==> src/rtl/regfile_pkg.sv <==
// Shared types and constants for the regfile writeback arbiter.
// Also used by the optional REGFILE_WB_ARB_PERF_EN build of regfile_wb_arbiter.
package regfile_pkg;

    localparam logic [4:0] REG_XZR = 5'd31;
    localparam int         NREGS   = 32;
    localparam int         DATA_W  = 64;

    typedef struct packed {
        logic [4:0]        addr;
        logic [DATA_W-1:0] data;
    } wb_req_t;

    typedef enum logic {
        PRIO_A = 1'b0,
        PRIO_B = 1'b1
    } prio_t;

    function automatic logic [NREGS-1:0] reg_onehot(input logic [4:0] r);
        return {{(NREGS-1){1'b0}}, 1'b1} << r;
    endfunction

endpackage

==> src/rtl/wb_fifo.sv <==
// DEPTH-entry in-order queue of writeback requests with a per-entry valid view
// so the parent can build the pending-write scoreboard.
module wb_fifo
    import regfile_pkg::*;
#(
    parameter int DEPTH = 2
) (
    input  logic                  clk,
    input  logic                  reset,
    input  logic                  push,
    input  wb_req_t               din,
    input  logic                  pop,
    output logic                  full,
    output logic                  empty,
    output wb_req_t               head,
    output logic [DEPTH-1:0]      ent_valid,
    output logic [DEPTH-1:0][4:0] ent_addr
);

    localparam int PW = (DEPTH > 1) ? $clog2(DEPTH) : 1;

    wb_req_t       mem_reg [DEPTH];
    logic [PW-1:0] wr_ptr_reg;
    logic [PW-1:0] rd_ptr_reg;
    logic [PW:0]   count_reg;
    logic          do_push;
    logic          do_pop;

    assign full    = (count_reg == (PW+1)'(DEPTH));
    assign empty   = (count_reg == '0);
    assign do_push = push && !full;
    assign do_pop  = pop && !empty;
    assign head    = mem_reg[rd_ptr_reg];

    always_ff @(posedge clk) begin
        if (do_push) begin
            mem_reg[wr_ptr_reg] <= din;
        end
    end

    // Pointers wrap naturally because DEPTH is a power of two.
    always_ff @(posedge clk) begin
        if (!reset) begin
            wr_ptr_reg <= '0;
            rd_ptr_reg <= '0;
            count_reg  <= '0;
        end else begin
            if (do_push) begin
                wr_ptr_reg <= wr_ptr_reg + PW'(1);
            end
            if (do_pop) begin
                rd_ptr_reg <= rd_ptr_reg + PW'(1);
            end
            if (do_push && !do_pop) begin
                count_reg <= count_reg + (PW+1)'(1);
            end else if (do_pop && !do_push) begin
                count_reg <= count_reg - (PW+1)'(1);
            end
        end
    end

    // Slot gi holds live data when its distance from the read pointer is below count.
    for (genvar gi = 0; gi < DEPTH; gi++) begin : g_ent
        logic [PW-1:0] off;
        assign off           = PW'(gi) - rd_ptr_reg;
        assign ent_valid[gi] = ({1'b0, off} < count_reg);
        assign ent_addr[gi]  = mem_reg[gi].addr;
    end

endmodule

==> src/rtl/regfile_wb_arbiter.sv <==
// Round-robin sharing of the regfile write port between ALU (A) and load (B) writeback,
// with a pending-write scoreboard. Define REGFILE_WB_ARB_PERF_EN for conflict/stall counters.
module regfile_wb_arbiter
    import regfile_pkg::*;
#(
    parameter int DEPTH = 2,
    parameter int N     = 64
) (
    input  logic         clk,
    input  logic         reset,
    input  logic         a_valid,
    output logic         a_ready,
    input  logic [4:0]   a_addr,
    input  logic [N-1:0] a_data,
    input  logic         b_valid,
    output logic         b_ready,
    input  logic [4:0]   b_addr,
    input  logic [N-1:0] b_data,
    output logic         we3,
    output logic [4:0]   wa3,
    output logic [N-1:0] wd3,
    output logic [31:0]  busy,
    output logic         idle
`ifdef REGFILE_WB_ARB_PERF_EN
    ,
    output logic [31:0]  conflict_cnt,
    output logic [31:0]  stall_cnt
`endif
);

    logic                  a_full, a_empty, b_full, b_empty;
    logic                  a_push, b_push, a_pop, b_pop;
    logic                  a_vld, b_vld, grant_b;
    wb_req_t               a_head, b_head, win;
    logic [DEPTH-1:0]      a_ent_valid, b_ent_valid;
    logic [DEPTH-1:0][4:0] a_ent_addr, b_ent_addr;
    prio_t                 prio_reg;

    // XZR writes are acknowledged but never enqueued.
    assign a_ready = reset && !a_full;
    assign b_ready = reset && !b_full;
    assign a_push  = a_valid && a_ready && (a_addr != REG_XZR);
    assign b_push  = b_valid && b_ready && (b_addr != REG_XZR);

    wb_fifo #(.DEPTH(DEPTH)) u_fifo_a (
        .clk       (clk),
        .reset     (reset),
        .push      (a_push),
        .din       ('{addr: a_addr, data: DATA_W'(a_data)}),
        .pop       (a_pop),
        .full      (a_full),
        .empty     (a_empty),
        .head      (a_head),
        .ent_valid (a_ent_valid),
        .ent_addr  (a_ent_addr)
    );

    wb_fifo #(.DEPTH(DEPTH)) u_fifo_b (
        .clk       (clk),
        .reset     (reset),
        .push      (b_push),
        .din       ('{addr: b_addr, data: DATA_W'(b_data)}),
        .pop       (b_pop),
        .full      (b_full),
        .empty     (b_empty),
        .head      (b_head),
        .ent_valid (b_ent_valid),
        .ent_addr  (b_ent_addr)
    );

    assign a_vld   = reset && !a_empty;
    assign b_vld   = reset && !b_empty;
    assign grant_b = b_vld && (!a_vld || (prio_reg == PRIO_B));
    assign a_pop   = a_vld && !grant_b;
    assign b_pop   = grant_b;

    assign win = grant_b ? b_head : a_head;
    assign we3 = a_vld || b_vld;
    assign wa3 = we3 ? win.addr : '0;
    assign wd3 = we3 ? N'(win.data) : '0;

    // Priority only rotates when both requesters actually contend.
    always_ff @(posedge clk) begin
        if (!reset) begin
            prio_reg <= PRIO_A;
        end else if (a_vld && b_vld) begin
            prio_reg <= (prio_reg == PRIO_A) ? PRIO_B : PRIO_A;
        end
    end

    logic [2*DEPTH-1:0][NREGS-1:0] ent_mask;
    logic [NREGS-1:0]              busy_or;

    for (genvar gi = 0; gi < DEPTH; gi++) begin : g_busy
        assign ent_mask[gi]       = a_ent_valid[gi] ? reg_onehot(a_ent_addr[gi]) : '0;
        assign ent_mask[DEPTH+gi] = b_ent_valid[gi] ? reg_onehot(b_ent_addr[gi]) : '0;
    end

    always_comb begin
        busy_or = '0;
        for (int i = 0; i < 2*DEPTH; i++) begin
            busy_or = busy_or | ent_mask[i];
        end
    end

    assign busy = reset ? (busy_or & ~reg_onehot(REG_XZR)) : '0;
    assign idle = !reset || (a_empty && b_empty);

`ifdef REGFILE_WB_ARB_PERF_EN
    logic [31:0] conflict_cnt_reg;
    logic [31:0] stall_cnt_reg;
    logic        stall_now;

    assign stall_now = (a_valid && !a_ready) || (b_valid && !b_ready);

    always_ff @(posedge clk) begin
        if (!reset) begin
            conflict_cnt_reg <= '0;
            stall_cnt_reg    <= '0;
        end else begin
            if (a_vld && b_vld && (conflict_cnt_reg != '1)) begin
                conflict_cnt_reg <= conflict_cnt_reg + 32'd1;
            end
            if (stall_now && (stall_cnt_reg != '1)) begin
                stall_cnt_reg <= stall_cnt_reg + 32'd1;
            end
        end
    end

    assign conflict_cnt = conflict_cnt_reg;
    assign stall_cnt    = stall_cnt_reg;
`endif

endmodule

==> config.mk <==
export PLATFORM = sky130hd
export DESIGN_NAME = regfile_wb_arbiter
export DESIGN_NICKNAME = d
export VERILOG_FILES = /design/src/rtl/regfile_pkg.sv /design/src/rtl/wb_fifo.sv /design/src/rtl/regfile_wb_arbiter.sv
export SDC_FILE = /design/constraint.sdc
export NUM_CORES = 1
export LEC_CHECK = 0
export ABC_AREA = 1
export CAP_MARGIN = 10
export CORE_ASPECT_RATIO = 0.9
export CORE_MARGIN = 8
export CORE_UTILIZATION = 55
export CTS_BUF_LIST = sky130_fd_sc_hd__clkbuf_2
export DETAILED_ROUTE_END_ITERATION = 10
export PLACE_DENSITY_LB_ADDON = 0.3
export SYNTH_ARGS = -nofsm -noshare
export SYNTH_HDL_FRONTEND = slang
export SYNTH_SLANG_ARGS = --single-unit
export TNS_END_PERCENT = 1
==> constraint.sdc <==
create_clock -name clk -period 10 [get_ports clk]
set_input_delay 2 -clock clk [delete_from_list [all_inputs] [get_ports clk]]
set_output_delay 2 -clock clk [all_outputs]
set_load 0.03 [all_outputs]
==> results.toml <==
[finish]
area_growth_pct = 23.3
final_nets = 1697
final_common_cell = "nand2_1"
final_cell_mix = "284 x nand2_1, 276 x edfxtp_1, 245 x clkdlybuf4s50_1"
fin_cells = 1953
drive_gt1_frac = 0.197

[detailed_routing]
wire_per_inst_um = 17.9
ant_nets = 0
postRouteWirelength_mm = 35.0
vias = 10000
met1_length_mm = 14.5
drt_iter0_drc = 845
met2_length_mm = 16.8
dr.pass1.iters = 5
drc = 0
dr.max_layer_used = "met5"
wl_met3_mm = 2.98
viasPerCell = 5.14

[synthesis]
synth_cell_types = 34
yosysWarnings = 0
syn_area_per_cell_um2 = 10.7
ys_seq_elements = 287
synth_area_mm2 = 0.0137
syn_nets = 1430
synthesis.instances = 1286
ys_seq_area_frac = 0.619

[placement]
place_congestion = 0.893
portBuffers = 245
dp.cells = 1819
pre_cts_slack_ns = 2.84
dpl.hpwl_mm = 23.4

[pwr]
p_leak_nw = 6.37
power_density_mw_per_mm2 = 212
vdd_drop_max_mv = 0.135

[floorplan]
rows = 55
start_util = 0.553
pin_count = 247
die_w_um = 183
dieArea_mm2 = 0.0303
core_mm2 = 0.0248
fp.dieH_um = 166

[clock_tree]
cts_inserted_buffers = 73
cts.htree.levels = 3
cts_resized = 0
cts_setup_buffers = 0
clkLatencyLatePin_ns = 0.80
ctsHoldBuffers = 0
clockBufferDepth = 3
cts_sinks = 287
root_buffer = "clkbuf_2"
cts_tree = "yes"
clk_pin_slew_ns = 0.08

[sta]
tightest_slew_ns = 1.14
slew_viol_final = 0
period_needed_ns = 7.11
fmax_mhz = 141
setup_viol = 0
finalWorstSetupSlack_ns = 2.89
rsz0062_at_grt = "false"
fin_crit_sh = 0.711
clock_skew_ns = 0.0878
whs_ns = 0.510
finalHoldViolations = 0
relSlewSlack = 0.240
tns_ns = 0

[critical_path]
criticalPathCategory = "primary input to output pin"
crit_top_cell = "clkdlybuf4s50_1"
cp_top_family = "buffers and inverters"
cp_data_required_time_ns = 8.00
path_cells = "clkdlybuf4s50_1, inv_6, nor2_8, nand2_4, buf_4, o21ai_0, nor2_1, clkdlybuf4s50_1"
start_kind = "primary input"
cp.arrival_ns = 5.11
r2r_start = "u_fifo_b.count_reg[0]$_SDFFE_PN0P_"
critPathLaunch = "reset"
cpMaxStageDelayCell = "buf_4"
path_buf_inv = 4
slowest_delay_ns = 0.79
crit_fanout = 71
cp-end-kind = "output pin"

[run_status]
status = "completed"

[global_routing]
grt_overflow = 0
grt_pass1_vias = 10200
antenna_found_initial = 7
grt_usage = 0.227
grt_max_degree = 139
grt_pass1_wl_mm = 54.6

[run]
maxCapViolCount = 0

[hold_path]
min_path_type = "flip-flop to flip-flop"
hp-start = "u_fifo_a.wr_ptr_reg$_SDFFE_PN0P_"
==> stage by stage <==
| stage | util | area, um^2 | total power, mW |
|---|---|---|---|
| after floorplan | - | 13700 | 2.45 |
| after global placement | 0.654 | 16300 | 2.83 |
| after detailed placement | 0.654 | 16300 | 2.85 |
| after CTS | 0.680 | 16900 | 3.62 |
| after global routing | 0.682 | 16900 | 3.78 |
| final | 0.682 | 16900 | 3.59 |
==> power by group <==
part	switching [mW]	internal, mW	total, mW
Sequential	0.0630	1.41	1.47
Combinational	0.856	0.494	1.35
Clock	0.457	0.308	0.765
Total	1.38	2.21	3.59
==> path summary, 6_finish.rpt <==
path,end,slack [ns],cells past startpoint
max,wd3[6],2.89,8
min,u_fifo_a.wr_ptr_reg$_SDFFE_PN0P_,0.51,2
max reg2reg,u_fifo_b.mem_reg[0][42]$_DFFE_PP_,7.13,7
min reg2reg,u_fifo_a.wr_ptr_reg$_SDFFE_PN0P_,0.51,2
==> cells by family after synthesis <==
kind of cell | count (synthesis) | synth area share
muxes | 64 | 0.0524
and+or+nand+nor | 610 | 0.190
xor gates and xnor gates | 1 | 0.000637
other | 1 | 0.000273
buffers and inverters | 161 | 0.0610
adders and majority gates | 2 | 0.00182
AOI/OAI and AO/OA | 160 | 0.0746
DFF | 287 | 0.619
==> per-layer routing <==
metal | global-route usage | vias to the layer above
met1 | 0.293 | 4685
met5 | 0 | -
met3 | 0.0626 | 54
met2 | 0.370 | 413
li1 | - | 4876
met4 | 0.0688 | 6
==> synthesized netlist by cell type <==
cell	instances	share of area
nand2_1	284	0.078
edfxtp_1	276	0.60
nor2_1	221	0.060
o21ai_0	94	0.034
inv_1	90	0.025
mux2_2	64	0.052
nor2_2	49	0.022
o21ai_2	49	0.031
nand3_1	35	0.013
buf_2	25	0.0091
buf_4	13	0.0071
clkbuf_1	12	0.0033
dfxtp_1	11	0.016
a21oi_1	10	0.0036
buf_12	6	0.0087
nand2_4	5	0.0041
nor2_8	5	0.0073
buf_6	4	0.0033
inv_4	4	0.0018
a21oi_4	3	0.0036
inv_2	3	0.00082
nor2_4	3	0.0025
nor3_1	3	0.0011
o21ai_1	3	0.0011
clkinv_1	2	0.00055
ha_1	2	0.0018
nand2_2	2	0.00091
or2_2	2	0.00091
a21boi_2	1	0.00082
buf_8	1	0.0011
conb_1	1	0.00027
inv_6	1	0.00064
nand4_1	1	0.00046
xor2_1	1	0.00064
==> worst reg2reg max path: stages, from the launching register on <==
cell and delay [ns]:
dfxtp_1 0.44, inv_2 0.10, nand2_1 0.07, nand2_1 0.09, nor2_1 0.28, nand2_1 0.16, nor2_4 0.75, buf_4 0.63
==> final cells by class <==
cell class | instances | area [um^2]
Sequential cell | 287 | 8520
Clock buffer | 105 | 526
Antenna cell | 5 | 12.5
Fill cell | 1925 | 7900
Timing Repair Buffer | 253 | 2530
Inverter | 100 | 393
Multi-Input combinational cell | 838 | 4410
Tap cell | 342 | 428
Clock inverter | 23 | 125
Note: power is estimated with default switching activity, not from simulation.
